--- config.mk ---
export PLATFORM = sky130hd
export DESIGN_NAME = addsub_acc
export DESIGN_NICKNAME = d
export VERILOG_FILES = /design/src/rtl/addsub_acc_pkg.sv /design/src/rtl/addsub_core.sv /design/src/rtl/addsub_acc.sv
export SDC_FILE = /design/constraint.sdc
export NUM_CORES = 1
export LEC_CHECK = 0
export ABC_AREA = 1
export CORE_MARGIN = 2
export CORE_UTILIZATION = 49
export DETAILED_ROUTE_END_ITERATION = 8
export PLACE_DENSITY = 0.81
export SETUP_SLACK_MARGIN = 0.02
export SYNTH_ARGS = -nofsm -noshare
export SYNTH_HDL_FRONTEND = slang
export SYNTH_SLANG_ARGS = --single-unit
--- constraint.sdc ---
create_clock -name clk -period 6.1 [get_ports clk]
set_clock_uncertainty 0.1 [all_clocks]
set_input_delay 1.22 -clock clk [delete_from_list [all_inputs] [get_ports clk]]
set_output_delay 1.22 -clock clk [all_outputs]
set_load 0.005 [all_outputs]
--- src/rtl/addsub_acc_pkg.sv ---
// Shared constants for the addsub_acc accumulator: command codes, FSM state
// codes and the default datapath width.
package addsub_acc_pkg;

  localparam int ACC_WIDTH = 4;

  localparam logic [1:0] OP_ADD   = 2'b00;
  localparam logic [1:0] OP_SUB   = 2'b01;
  localparam logic [1:0] OP_LOAD  = 2'b10;
  localparam logic [1:0] OP_CLEAR = 2'b11;

  localparam logic [1:0] S_IDLE = 2'd0;
  localparam logic [1:0] S_EXEC = 2'd1;
  localparam logic [1:0] S_DONE = 2'd2;

endpackage

--- src/rtl/addsub_core.sv ---
// Combinational WIDTH-bit ripple adder-subtractor: S = A + (B ^ {M}) + M,
// Cout is the carry out of the top bit.
module addsub_core
  import addsub_acc_pkg::*;
#(
  parameter int WIDTH = ACC_WIDTH
) (
  input  logic [WIDTH-1:0] A,
  input  logic [WIDTH-1:0] B,
  input  logic             M,
  output logic [WIDTH-1:0] S,
  output logic             Cout
);

  logic [WIDTH:0]   c;
  logic [WIDTH-1:0] bx;

  assign bx   = B ^ {WIDTH{M}};
  assign c[0] = M;

  for (genvar i = 0; i < WIDTH; i++) begin : g_bit
    assign S[i]   = A[i] ^ bx[i] ^ c[i];
    assign c[i+1] = (A[i] & bx[i]) | (c[i] & (A[i] ^ bx[i]));
  end

  assign Cout = c[WIDTH];

endmodule

--- src/rtl/addsub_acc.sv ---
// Registered accumulator around addsub_core with valid/ready command and
// result handshakes. Define ACC_SAT_EN to clamp acc on signed overflow.
//
// Handshakes: a transfer happens on a rising edge where valid && ready are
// both high; valid holds until that edge, ready never depends on valid.
module addsub_acc
  import addsub_acc_pkg::*;
#(
  parameter int WIDTH = ACC_WIDTH
) (
  input  logic             clk,
  input  logic             rst,
  input  logic             in_valid,
  output logic             in_ready,
  input  logic [1:0]       op,
  input  logic [WIDTH-1:0] operand,
  output logic             out_valid,
  input  logic             out_ready,
  output logic [WIDTH-1:0] acc,
  output logic             carry,
  output logic             ovf,
  output logic [1:0]       state_dbg
);

  logic [1:0]       state;
  logic [1:0]       op_q;
  logic [WIDTH-1:0] operand_q;
  logic             sub_m;
  logic [WIDTH-1:0] sum;
  logic             cout;
  logic [WIDTH-1:0] bx;
  logic             ovf_calc;
  logic [WIDTH-1:0] arith_res;

  assign sub_m = (op_q == OP_SUB);

  addsub_core #(.WIDTH(WIDTH)) u_core (
    .A    (acc),
    .B    (operand_q),
    .M    (sub_m),
    .S    (sum),
    .Cout (cout)
  );

  assign bx       = operand_q ^ {WIDTH{sub_m}};
  assign ovf_calc = (acc[WIDTH-1] == bx[WIDTH-1]) && (sum[WIDTH-1] != acc[WIDTH-1]);

`ifdef ACC_SAT_EN
  // On overflow the true result has the sign of A, so clamp toward it.
  always_comb begin
    arith_res = sum;
    if (ovf_calc) begin
      arith_res = acc[WIDTH-1] ? {1'b1, {(WIDTH-1){1'b0}}} : {1'b0, {(WIDTH-1){1'b1}}};
    end
  end
`else
  assign arith_res = sum;
`endif

  assign in_ready  = (state == S_IDLE) && !rst;
  assign out_valid = (state == S_DONE);
  assign state_dbg = state;

  always_ff @(posedge clk or posedge rst) begin
    if (rst) begin
      state     <= S_IDLE;
      op_q      <= OP_ADD;
      operand_q <= '0;
      acc       <= '0;
      carry     <= 1'b0;
      ovf       <= 1'b0;
    end else begin
      case (state)
        S_IDLE: begin
          if (in_valid) begin
            op_q      <= op;
            operand_q <= operand;
            state     <= S_EXEC;
          end
        end
        S_EXEC: begin
          case (op_q)
            OP_ADD, OP_SUB: begin
              acc   <= arith_res;
              carry <= cout;
              ovf   <= ovf_calc;
            end
            OP_LOAD: begin
              acc   <= operand_q;
              carry <= 1'b0;
              ovf   <= 1'b0;
            end
            default: begin
              acc   <= '0;
              carry <= 1'b0;
              ovf   <= 1'b0;
            end
          endcase
          state <= S_DONE;
        end
        S_DONE: begin
          if (out_ready) state <= S_IDLE;
        end
        default: state <= S_IDLE;
      endcase
    end
  end

endmodule

==> impl_results.md, run 1 <==
* Status: completed
* Yosys Warn Count at 0
* Drt first pass iters at 5
* Placer Congestion at 0.737
* Max-slew headroom at roughly 65%
* Die area at between 1500 and 2000 µm²
* Sw power at around 0.24 mW
* Final worst-path cycle share at between 50% and 60%
* Leak pwr at between 0.5 and 0.6 nW
* Final Hold Fails at 0
* Max-slew violations at 0
* FF-to-FF setup slack at about 3.6 ns
* Post-CTS Hold Fix Bufs at 0
* Post-synthesis sequential area ratio at 46.6%
* Via density at 4.78
* Total number of vias at ~630
* DP HPWL at between 1000 and 1500 µm
* CP Cell Sequence: clkdlybuf4s50_1 -> nor3_1 -> clkdlybuf4s50_1
* Global route overflow at 0
* Final setup viols at 0
* CTS tree: done
* Register bit total from synthesis at 14
* Xor/xnor share of the synthesized area at 4.66%
* PortBufs at 19
* WHS Endpoint: carry
* Least-Margin Pin Slew at roughly 0.53 ns
* Comb power frac at 55.8%
* Post-synth EDFFs at 0
* Final net count at between 100 and 150
* CTS Buf Count at 3
* Hold depth at 2
* Fin cells at 132
* Maximum VDD drop at roughly 290 µV
* Starting Density at between 50% and 60%
* Worst Setup End Kind: output pin
* Post-synth ARST share at 100%
* Final Power at around 0.56 mW
* Ys flop type: dfrtp_1
* DRT iter0 DRCs at 18
* Syn Inst Count at a little over 90
* Area grow syn2layout at 32.8%
* Max-Cap Viols at 0
* DRT antenna net count at 0
* HP Class: reg -> reg
* Multiplexer share of the synthesized area at 0%
* CORE AREA at ~1500 µm²
* Post_cts resized at 0
* ANT cells at 0
* CP max FO at 2
* Clock-pin slew on the worst setup and hold paths at roughly 0.09 ns
* DRC violations left at 0
* Synth Area in Simple Gates at 30.1%
* Critical Path AT at around 2.3 ns
* First-pass GRT wire length at 2370 µm
* Postcts setup bufs at 0
* Peak Freq at 275 MHz
* Clock Tree Buf Depth at 2
* R2r endpoint: ovf
* Avg WL per Cell at ~11 µm
* Register share of total power at between 30% and 40%
* # rows at 14
* # IOs at 20
* Delay-heaviest family, CP: buffers and inverters
* RSZ-0062 raised after global routing: no
* Root Buffer: clkbuf_4
* Sw frac at a little over two fifths
* Post-synthesis compound-gate area fraction at under 10%
* Mapped Area at between 700 and 800 µm²
* Crit start category: primary input
* Dpl cells at about 130
* Reg2reg path depth at 10
* Reg2reg start: op_q[1]
* H-tree depth at 1
* Largest family of logic cells by synthesized area: simple AND/OR/NAND/NOR gates
* Share of cells above drive strength 1 at between 7 and 8%
* Critical Path RT at roughly 4.8 ns
* Syn_nets at around 110
* Critical path buffers and inverters at 2
* Total Routing Usage GR at between 15 and 20%
* Clock Power Share at a little under an eighth
* P_int at approximately 0.33 mW
* Critical Path Slowest Stage Cell: clkdlybuf4s50_1
* Setup TNS at 0 ns
* Post-route minimum period at ~3.6 ns
* Synth Area per Inst at 8.09 µm²
* Largest net degree at the start of global routing at 15
* Synth unique cells at 17
* Drt total wl at about 1500 µm
* Initial antenna violation count at 0
* Clock sinks at 14
* Fill cell count at 133
* Classification of the worst setup path: in -> out
* Most frequent CP cell: clkdlybuf4s50_1
* Hold_sp: carry
* Clock Latency Late Sink at 0.28 ns
* Vias in the first global route at ~550
* Max stage delay on crit path at 0.52 ns
* Power Density at 565 nW/µm²
* Post-Synth Adder-Cell Area at around a tenth
* Die H at roughly 43 µm
* Die X-Extent at 43.2 µm
## per-layer routing
| layer | share of wire (%) | wire (µm) | track usage (%) | vias to the layer above |
|---|---|---|---|---|
| li1 | - | - | - | 324 |
| met1 | 45 | 652 | 22.3 | 289 |
| met2 | 50 | 736 | 29.6 | 15 |
| met3 | 4.0 | 59 | 2.55 | 3 |
| met4 | 0.82 | 12 | 5.45 | 0 |
| met5 | 0 | 0 | 0 | - |
## per-stage QoR
step                      cell area (µm²)  worst slack [ns]  util, %  hold slack (ns)
after detailed placement              962              2.46     65.4            0.378
final                                 998              2.46     67.9            0.397
after global placement                962              2.50     65.4            0.367
after CTS                             998              2.46     67.9            0.399
after global routing                  998              2.42     67.9            0.428
after floorplan                       752              3.40        -            0.372
## synth_stat cells (2+ instances only)
cell type,n,area share (%)
nand2_1,40,20
dfrtp_1,14,47
inv_1,10,5.0
nor2_1,6,3.0
nand3_1,5,3.3
fa_1,3,8.0
inv_2,2,1.0
o21ai_0,2,1.3
xnor2_1,2,2.3
xor2_1,2,2.3
## worst min-delay path, stage by stage, from the launching register on
cell     delay (ns)
dfrtp_1        0.36
nand2_1        0.05
o21ai_0        0.06
## cells by family after synthesis
logic type	count (synthesis)
buffers and inverters	12
adders and majority gates	4
xor gates and xnor gates	4
AOI/OAI and AO/OA	4
and+or+nand+nor	55
DFF	14
## state kept, by name, summed over array words and instances (netlist names)
name       flops
acc            4
carry          1
op_q           2
operand_q      4
ovf            1
state_dbg      2
## power by group through the flow
stage               clock network [mW]  logic, mW  registers, mW
floorplan                            0      0.213          0.177
global placement                     0      0.297          0.181
detailed placement                   0      0.320          0.183
CTS                             0.0689      0.322          0.182
global route                    0.0726      0.356          0.188
finish                          0.0678      0.315          0.182
## worst max path at each step
stage                          end  slack, ns  cells after the start  from
final                     in_ready       2.46                      3   rst
after global routing      in_ready       2.42                      3   rst
after CTS                 in_ready       2.46                      3   rst
after detailed placement  in_ready       2.46                      3   rst
after global placement    in_ready       2.50                      3   rst
after floorplan           in_ready       3.40                      1   rst
## cell usage in the layout (no fill, tap or decap), drive strengths merged
master         Yosys  layout
fa                 3       3
xor2               2       2
nor3               1       1
o21a               1       1
inv               12      12
o21ai              2       2
a21oi              1       1
clkbuf             0       4
ha                 1       1
nor2               7       7
dfrtp             14      14
clkdlybuf4s50      0      19
nand2             42      42
xnor2              2       2
nand3              5       5
## cell type report
cell class,instances,area [µm²],area share (%)
timing repair buffer,19,190,19.0
sequential,14,350,35.1
clock buffer,4,36.3,3.63
tap,16,20.0,2.01
inverter,12,45.0,4.51
multi-input combinational,67,357,35.7
Power figures use the tool's default switching activity.
==> run 2, diff against run 1 <==
--- a/config.mk
+++ b/config.mk
@@ -7,9 +7,9 @@
 export LEC_CHECK = 0
 export ABC_AREA = 1
 export CORE_MARGIN = 2
-export CORE_UTILIZATION = 49
+export CORE_UTILIZATION = 41
 export DETAILED_ROUTE_END_ITERATION = 8
-export PLACE_DENSITY = 0.81
+export PLACE_DENSITY = 0.72
 export SETUP_SLACK_MARGIN = 0.02
 export SYNTH_ARGS = -nofsm -noshare
 export SYNTH_HDL_FRONTEND = slang
==> constraint.sdc (replaced) <==
create_clock -name clk -period 3 [get_ports clk]
set_clock_uncertainty 0.1 [all_clocks]
set_input_delay 0.6 -clock clk [delete_from_list [all_inputs] [get_ports clk]]
set_output_delay 0.6 -clock clk [all_outputs]
set_load 0.005 [all_outputs]
==> impl_results.md, run 2 (same netlist as run 1, synthesis figures left out) <==
* Final net count at 131 (unchanged)
* RSZ-0062 raised after global routing: no
* Post_cts resized at 0 (unchanged)
* Post-layout util at 57.7% (-10 points)
* Max stage delay on crit path at 0.48 ns (-0.04 ns)
* P_int at 0.634 mW (+95%)
* Most frequent cells in the layout: nand2_1 (40), clkdlybuf4s50_1 (19), dfrtp_1 (14), inv_1 (10), nor2_1 (6)
* Clock-pin slew on the worst setup and hold paths at 0.08 ns (about the same)
* Leak pwr at 0.511 nW (-1.4%)
* Power Density at 1120 nW/µm² (+98%)
* Fill cell count at 172 (+29%)
* CORE AREA at 1730 µm² (+17%)
* Comb power frac at 57.3% (+1.5 points)
* Root Buffer: clkbuf_4
* Via density at 4.66 (-2.6%)
* DRT antenna net count at 0 (unchanged)
* Clock Latency Late Sink at 0.27 ns (about the same)
* Die area at 2190 µm² (+18%)
* HP Class: reg -> reg
* Most frequent CP cell: fa_1
* Drt first pass iters at 2 (-3)
* Max-slew headroom at 65.5% (+0.87 points)
* DRC violations left at 0 (unchanged)
* Placer Congestion at 0.830 (+13%)
* Sw power at 0.481 mW (+100%)
* CTS tree: done
* Critical Path Slowest Stage Cell: fa_1
* Final setup viols at 0 (unchanged)
* Largest net degree at the start of global routing at 15 (unchanged)
* Clock sinks at 14 (unchanged)
* Status: completed
* Max-slew violations at 0 (unchanged)
* PortBufs at 19 (unchanged)
* Share of cells above drive strength 1 at 6.96% (-0.80 points)
* Final instance area at 996 µm² (-0.25%)
* Postcts setup bufs at 0 (unchanged)
* Sw frac at 43.2% (+0.79 points)
* Area grow syn2layout at 32.4%
* Peak Freq at between 400 and 500 MHz
* Final worst-path cycle share at 82.9%
* Clock Power Share at 9.2% (-2.8 points)
* Critical Path AT at 2.56 ns (+0.24 ns)
* Crit start category: flop
* Maximum VDD drop at 482 µV (+69%)
* Total Routing Usage GR at 16.5% (-0.77 points)
* Drt total wl at 1460 µm (about the same)
* ANT cells at 0 (unchanged)
* Post-CTS Hold Fix Bufs at 0 (unchanged)
* Critical Path RT at 3.07 ns (-1.71 ns)
* Commonest non-fill, non-tap cell in the layout: nand2_1
* First-pass GRT wire length at 2550 µm (+7.9%)
* Final Hold Fails at 0 (unchanged)
* Register share of total power at 33.5% (+1.3 points)
* DP HPWL at 1130 µm (-4.1%)
* Dpl cell area at 973 µm² (+1.2%)
* Clock Tree Buf Depth at 2 (unchanged)
* # IOs at 20 (unchanged)
* Global route overflow at 0 (unchanged)
* CP max FO at 7 (+5)
* Max-Cap Viols at 0 (unchanged)
* CP Cell Sequence: inv_2 -> nand2_4 -> xor2_1 -> fa_1 -> inv_1 -> fa_1 -> fa_1 -> xor2_1 -> nand2_1 -> nand2_1
* DRT iter0 DRCs at 8 (-10)
* Biggest regs: acc x4, operand_q x4
* Total number of vias at 652 (+3.3%)
* Worst Setup End Kind: flop
* # rows at 15 (+1)
* Avg WL per Cell at 10.4 µm (-5.8%)
* Vias in the first global route at 579 (+6.2%)
* Die X-Extent at 46.8 µm (+8.5%)
* Classification of the worst setup path: reg -> reg
* Critical path buffers and inverters at 2 (unchanged)
* Initial antenna violation count at 0 (unchanged)
* Setup TNS at 0 ns (unchanged)
* CTS Buf Count at 3 (unchanged)
* Least-Margin Pin Slew at 0.518 ns (-0.0130 ns)
* Starting Density at 43.6% (-7.6 points)
* H-tree depth at 1 (unchanged)
* Delay-heaviest family, CP: adder cells
* Post-route minimum period at 2.49 ns
* Die H at 46.8 µm (+8.5%)
run 2: cell count changes in the layout (fill, tap and decap cells not counted):
cell and delta:
clkbuf_8 -1
run 2: worst paths after layout:
path / start / endpoint / slack (ns) / cells after the start
max: op_q[1] / ovf / 0.51 / 10
min: ovf / ovf / 0.39 / 2
max reg2reg: op_q[1] / ovf / 0.51 / 10
min reg2reg: ovf / ovf / 0.39 / 2
max in group asynchronous: rst / acc[2] / 1.86 / 2
min in group asynchronous: rst / state_dbg[1] / 0.59 / 2
run 2: stage by stage:
step / power (mW) / hold WS (ns) / worst slack (ns) / instances
2_1_floorplan: 0.793 / 0.372 / 0.682 / 93
5_1_grt: 1.24 / 0.418 / 0.364 / 140
3_3_place_gp: 0.994 / 0.371 / 0.624 / 137
6_report: 1.11 / 0.390 / 0.513 / 140
3_5_place_dp: 1.01 / 0.373 / 0.551 / 137
4_1_cts: 1.12 / 0.395 / 0.540 / 140
run 2: tightest hold or removal path, delay by kind of cell (launching register included):
| kind | cells | cell delay, ns |
|---|---|---|
| flip-flops | 1 | 0.36 |
| AND/OR/NAND/NOR | 2 | 0.10 |
run 2: area by class of cell:
class | instances | area, µm² | area share, %
Tap cell | 25 | 31.3 | 3.14
Multi-Input combinational cell | 67 | 357 | 35.8
Timing Repair Buffer | 19 | 190 | 19.1
Clock buffer | 3 | 22.5 | 2.26
Sequential cell | 14 | 350 | 35.2
Inverter | 12 | 45.0 | 4.52
run 2: metal layers:
metal / vias to the layer above / wire, µm / global-route usage [%]
li1: 322 / - / -
met1: 317 / 678 / 21.0
met2: 11 / 720 / 27.4
met3: 2 / 40 / 3.46
met4: 0 / 20 / 6.67
met5: - / 0 / 0
run 2: power by group through the flow:
stage	Combinational (mW)	Clock [mW]	Sequential [mW]
after floorplan	0.433	0	0.360
after global placement	0.625	0	0.370
after detailed placement	0.637	0	0.376
after CTS	0.645	0.106	0.372
after global routing	0.734	0.115	0.388
final	0.639	0.102	0.374
==> run 3, diff against run 2 <==
==> constraint.sdc (replaced) <==
create_clock -name clk -period 2.28 [get_ports clk]
set_clock_uncertainty 0.1 [all_clocks]
set_input_delay 0.456 -clock clk [delete_from_list [all_inputs] [get_ports clk]]
set_output_delay 0.456 -clock clk [all_outputs]
set_load 0.005 [all_outputs]
==> impl_results.md, run 3 (same netlist as run 1, synthesis figures left out) <==
* Vias in the first global route at 540 (-6.7%)
* CP max FO at 4 (-3)
* Biggest regs: acc x4, operand_q x4
* Share of cells above drive strength 1 at 13.4% (+6.5 points)
* Avg WL per Cell at 9.83 µm (-5.7%)
* Max-slew headroom at 64.9% (-0.61 points)
* Drt first pass iters at 4 (+2)
* Placer Congestion at 0.758 (-8.7%)
* Final net count at 135 (+3.1%)
* Starting Density at 43.6% (unchanged)
* Final worst-path cycle share at 98.9% (+16 points)
* DRT iter0 DRCs at 10 (+2)
* Die X-Extent at 46.8 µm (unchanged)
* Max-Cap Viols at 0 (unchanged)
* PortBufs at 19 (unchanged)
* Commonest non-fill, non-tap cell in the layout: nand2_1
* Fill cell count at 170 (-1.2%)
* Reg2reg start: op_q[1]
* Via density at 4.51 (-3.1%)
* DRT antenna net count at 0 (unchanged)
* DP HPWL at 1080 µm (-4.5%)
* Maximum VDD drop at 718 µV (+49%)
* Clock Latency Late Sink at 0.27 ns (about the same)
* Die H at 46.8 µm (unchanged)
* Total Routing Usage GR at 15.1% (-1.5 points)
* First-pass GRT wire length at 2260 µm (-11%)
* RSZ-0062 raised after global routing: yes
* Worst Setup End Kind: flop
* DRC violations left at 0 (unchanged)
* Classification of the worst setup path: reg -> reg
* Clock-pin slew on the worst setup and hold paths at 0.08 ns (about the same)
* Leak pwr at 0.528 nW (+3.4%)
* Setup ws final at 0.0248 ns (-0.488 ns)
* Post-route minimum period at 2.26 ns (-0.232 ns)
* Area grow syn2layout at 38.1%
* CTS tree: done
* Die area at 2190 µm² (unchanged)
* CTS Buf Count at 3 (unchanged)
* Met2 wire length at 673 µm (-6.5%)
* Max-slew violations at 0 (unchanged)
* Status: completed
* Least-Margin Pin Slew at 0.527 ns (+0.00908 ns)
* Clock sinks at 14 (unchanged)
* Hold_sp: ovf
* Pre-CTS setup slack at 0.0152 ns (-0.536 ns)
* Clock Tree Buf Depth at 2 (unchanged)
* Met1 WL at 678 µm (unchanged)
* Critical Path Source: op_q[1]
* Global route overflow at 0 (unchanged)
* Critical Path RT at 2.35 ns (-0.72 ns)
* Initial antenna violation count at 0 (unchanged)
* # IOs at 20 (unchanged)
* Largest net degree at the start of global routing at 15 (unchanged)
* Most frequent cells in the layout: nand2_1 (40), clkdlybuf4s50_1 (19), dfrtp_1 (14), inv_1 (9), nor2_1 (6)
* Drt total wl at 1420 µm (-3.0%)
* Max Used Layer: met4
* Peak Freq at 443 MHz (+10%)
* Critical Path AT at 2.33 ns (-0.23 ns)
* Root Buffer: clkbuf_4
* Final setup viols at 0 (unchanged)
* Power Density at 1470 nW/µm² (+32%)
* H-tree depth at 1 (unchanged)
* Final Hold Fails at 0 (unchanged)
* Crit start category: flop
* Post-layout util at 60.1% (+2.5 points)
* Total number of vias at 650 (-0.31%)
* # rows at 15 (unchanged)
* CORE AREA at 1730 µm² (unchanged)
* ANT cells at 0 (unchanged)
* HP Class: reg -> reg
* FF-to-FF setup slack at 0.02 ns (-0.49 ns)
* Met3 WL post-DR at 44 µm (+10%)
run 3: cell types whose count changed in the layout (fill, tap and decap cells not counted), sizes merged:
cell and delta:
buf +4
run 3: worst max-delay path: stages, from the launching register on:
cell and delay, ns:
dfrtp_1 0.39, inv_2 0.08, nand2_4 0.07, o21a_1 0.21, fa_2 0.34, inv_2 0.06, fa_2 0.18, fa_1 0.44
xor2_1 0.18, nand2_1 0.06, nand2_1 0.05
run 3: final timing paths:
path	to	depth (start not counted)
max	ovf	10
min	ovf	2
max reg2reg	ovf	10
min reg2reg	ovf	2
max in group asynchronous	acc[0]	2
min in group asynchronous	carry	2
run 3: area by class of cell:
cell class,count,area (µm²),area share [%]
repair buffers,23,220,21.2
flip-flops and latches,14,350,33.7
clock buffers,3,22.5,2.17
well taps,25,31.3,3.01
multi-input cells,67,369,35.5
inverters,12,45.0,4.34
run 3: power breakdown:
part / switching (mW) / leakage, nW / internal (mW)
clock: 0.0756 / 0.0138 / 0.0611
sequential: 0.117 / 0.175 / 0.359
combinational: 0.451 / 0.339 / 0.468
run 3: per-stage QoR:
stage | power (mW) | TNS [ns] | area (µm²) | hold WS (ns) | std cells
CTS | 1.51 | 0 | 1030 | 0.397 | 143
global route | 1.70 | -0.0826 | 1040 | 0.422 | 144
floorplan | 1.05 | -0.00241 | 759 | 0.245 | 93
detailed placement | 1.35 | 0 | 996 | 0.376 | 139
global placement | 1.32 | 0 | 996 | 0.369 | 139
finish | 1.53 | 0 | 1040 | 0.393 | 144
run 3: routing by layer:
| layer | vias to the layer above | global-route usage (%) |
|---|---|---|
| met5 | - | 0 |
| met4 | 0 | 8.33 |
| met3 | 2 | 3.46 |
| met2 | 15 | 20.8 |
| met1 | 303 | 21.6 |
| li1 | 330 | - |
run 3: what timing repair did:
action | 4_1_cts | 5_1_grt
pin swaps | 0 | 4
gates resized for setup | 0 | 3
endpoints found under the setup margin | 1 | 2
setup buffers | 1 | 1
hold buffers | 0 | 0
==> edit (settings of run 2) <==
Reset style: synchronous (`rst`), changed in one clocked block.
--- a/src/rtl/addsub_acc.sv
+++ b/src/rtl/addsub_acc.sv
@@ -61,7 +61,7 @@
   assign out_valid = (state == S_DONE);
   assign state_dbg = state;
 
-  always_ff @(posedge clk or posedge rst) begin
+  always_ff @(posedge clk) begin
     if (rst) begin
       state     <= S_IDLE;
       op_q      <= OP_ADD;
Behaviour: differs if rst is asserted again (counterexample within 4 cycles, from zero or initial values and one cycle with rst high); with rst held inactive, the same outputs for 10 cycles.
==> edit against run 2 <==
Synthesized area is 8.0% higher; critical path depth rose by 1; maximum frequency decreased by 1.4%; worst setup slack got worse by 0.035 ns; routed wire length is 1.3% higher; sequential cell count unchanged; design area grew 5.8%; critical path type unchanged.
Power is not compared: it rests on default switching activity, and its combinational part moved more than twofold at a synthesized area within 25%.
==> edit: results (changes against run 2) <==
Run status
  – Outcome: finished clean (unchanged)

Worst hold path
  – HP Start: operand_q[2]$_SDFFE_PP0P_ (was ovf$_DFFE_PP0N_)
  – Hold Path End: operand_q[2]$_SDFFE_PP0P_ (was ovf$_DFFE_PP0N_)

Placed design
  – Buffers on Ports: 19 (unchanged)
  – Routability cong.: 0.808 (was 0.830)
  – Hpwl dp: 1.26 mm (was 1.13 mm)
  – Setup WS pre-CTS: 0.480 ns (was 0.551 ns)
  – Area after DPL: 1030 µm² (was 973 µm²)

Worst setup path
  – Slowest cell delay on critical path: 0.53 ns (was 0.48 ns)
  – Worst reg2reg path startpoint: op_q[1]$_SDFFE_PP0P_ (was op_q[1]$_DFFE_PP0P_)
  – Worst r2r dst: ovf$_SDFFE_PP0N_ (was ovf$_DFFE_PP0N_)
  – R2R depth: 11 (was 10)
  – Largest driver fanout on the critical path: 6 (was 7)
  – Crit path DAT: 2.64 ns (was 2.56 ns)

Drt
  – Drt first pass iters: 3 (was 2)
  – DRT iter0 DRCs: 5 (was 8)
  – Routed vias: 721 (was 652)
  – WL final: 1.48 mm (was 1.46 mm)

Final layout
  – Fillers: 205 (was 172)
  – Fin nets: 158 (was 131)
  – Sequential Area: 280 µm² (was 350 µm²)
  – Largest regs: acc x4, operand_q x4 (unchanged)
  – Share of cells above drive strength 1: 0.0634 (was 0.0696)
  – Final std cells w/o fill: 169 (was 140)

Global route
  – Largest net degree at the start of global routing: 12 (was 15)
  – First-pass GRT wire length: 2.64 mm (was 2.55 mm)
  – Vias in the first global route: 649 (was 579)
  – Tot GR Track Use: 0.141 (was 0.165)

Logic synthesis
  – Syn nets: 135 (was 107)
  – Synth area leaders: dfxtp_1 (35%), nor2_1 (13%), nand2_1 (12%), inv_1 (10%), fa_1 (7.4%) (was dfrtp_1 (47%), nand2_1 (20%), fa_1 (8.0%), inv_1 (5.0%), nand3_1 (3.3%))
  – Sequential area share after synthesis: 0.345 (was 0.466)
  – Synth async-reset ratio: 0 (was 1.00)
  – Synthesized area per cell: 6.71 µm² (was 8.09 µm²)
  – Top FF cell, synth: dfxtp_1 (was dfrtp_1)
  – Post-synthesis cell type count: 17 (unchanged)
  – Commonest cells in the netlist: nor2_1 (28), nand2_1 (27), inv_1 (22) (was nand2_1 (40), dfrtp_1 (14), inv_1 (10))

Clocking
  – CTS max path bufs: 2 (unchanged)
  – Worst-path clk slew: 0.08 ns (about the same)

STA
  – Slew headroom: 0.750 (was 0.655)
  – Hold Slack: 0.377 ns (was 0.390 ns)

Pwr
  – Worst VDD drop: ~0.21 mV
## edit: cell families after synthesis
| kind of cell | synth area share |
|---|---|
| AO/OA/AOI/OAI | 0.0462 |
| XOR/XNOR | 0.0324 |
| adder cells (fa/ha/maj) | 0.0894 |
| buffers and inverters | 0.117 |
| flip-flops | 0.345 |
| AND/OR/NAND/NOR | 0.370 |
## edit: area by class of cell
type	count	share of cell area
Clock buffer	3	0.0214
Timing Repair Buffer	19	0.181
Inverter	24	0.0855
Multi-Input combinational cell	82	0.414
Tap cell	27	0.0321
Sequential cell	14	0.266
## edit: metal layers
layer  wire length [µm]  GRT usage
met4                 16     0.0429
met3                 39     0.0185
met2                713      0.241
met1                709      0.188
met5                  0          0
## edit: worst max path at each step
stage	startpoint	end	slack, ns
floorplan	op_q[1]$_SDFFE_PP0P_	ovf$_SDFFE_PP0N_	0.69
global placement	rst	in_ready	0.59
detailed placement	op_q[1]$_SDFFE_PP0P_	ovf$_SDFFE_PP0N_	0.48
CTS	op_q[1]$_SDFFE_PP0P_	ovf$_SDFFE_PP0N_	0.46
global route	op_q[1]$_SDFFE_PP0P_	ovf$_SDFFE_PP0N_	0.30
finish	op_q[1]$_SDFFE_PP0P_	ovf$_SDFFE_PP0N_	0.48
## edit: worst reg2reg max path, cell delays in order, from the launching register on
cell and delay (ns):
dfxtp_1 0.37, inv_1 0.12, nand2_1 0.18, xor2_1 0.24, fa_1 0.22, inv_1 0.05, fa_1 0.38, fa_1 0.53
inv_1 0.05, nand2_1 0.05, nand3_1 0.06, a21oi_1 0.11
## edit: power by group
group | total (mW) | switching [mW] | internal [mW]
Sequential | 0.215 | 0.0143 | 0.201
Clock | 0.104 | 0.0571 | 0.0465
Combinational | 0.130 | 0.0675 | 0.0628
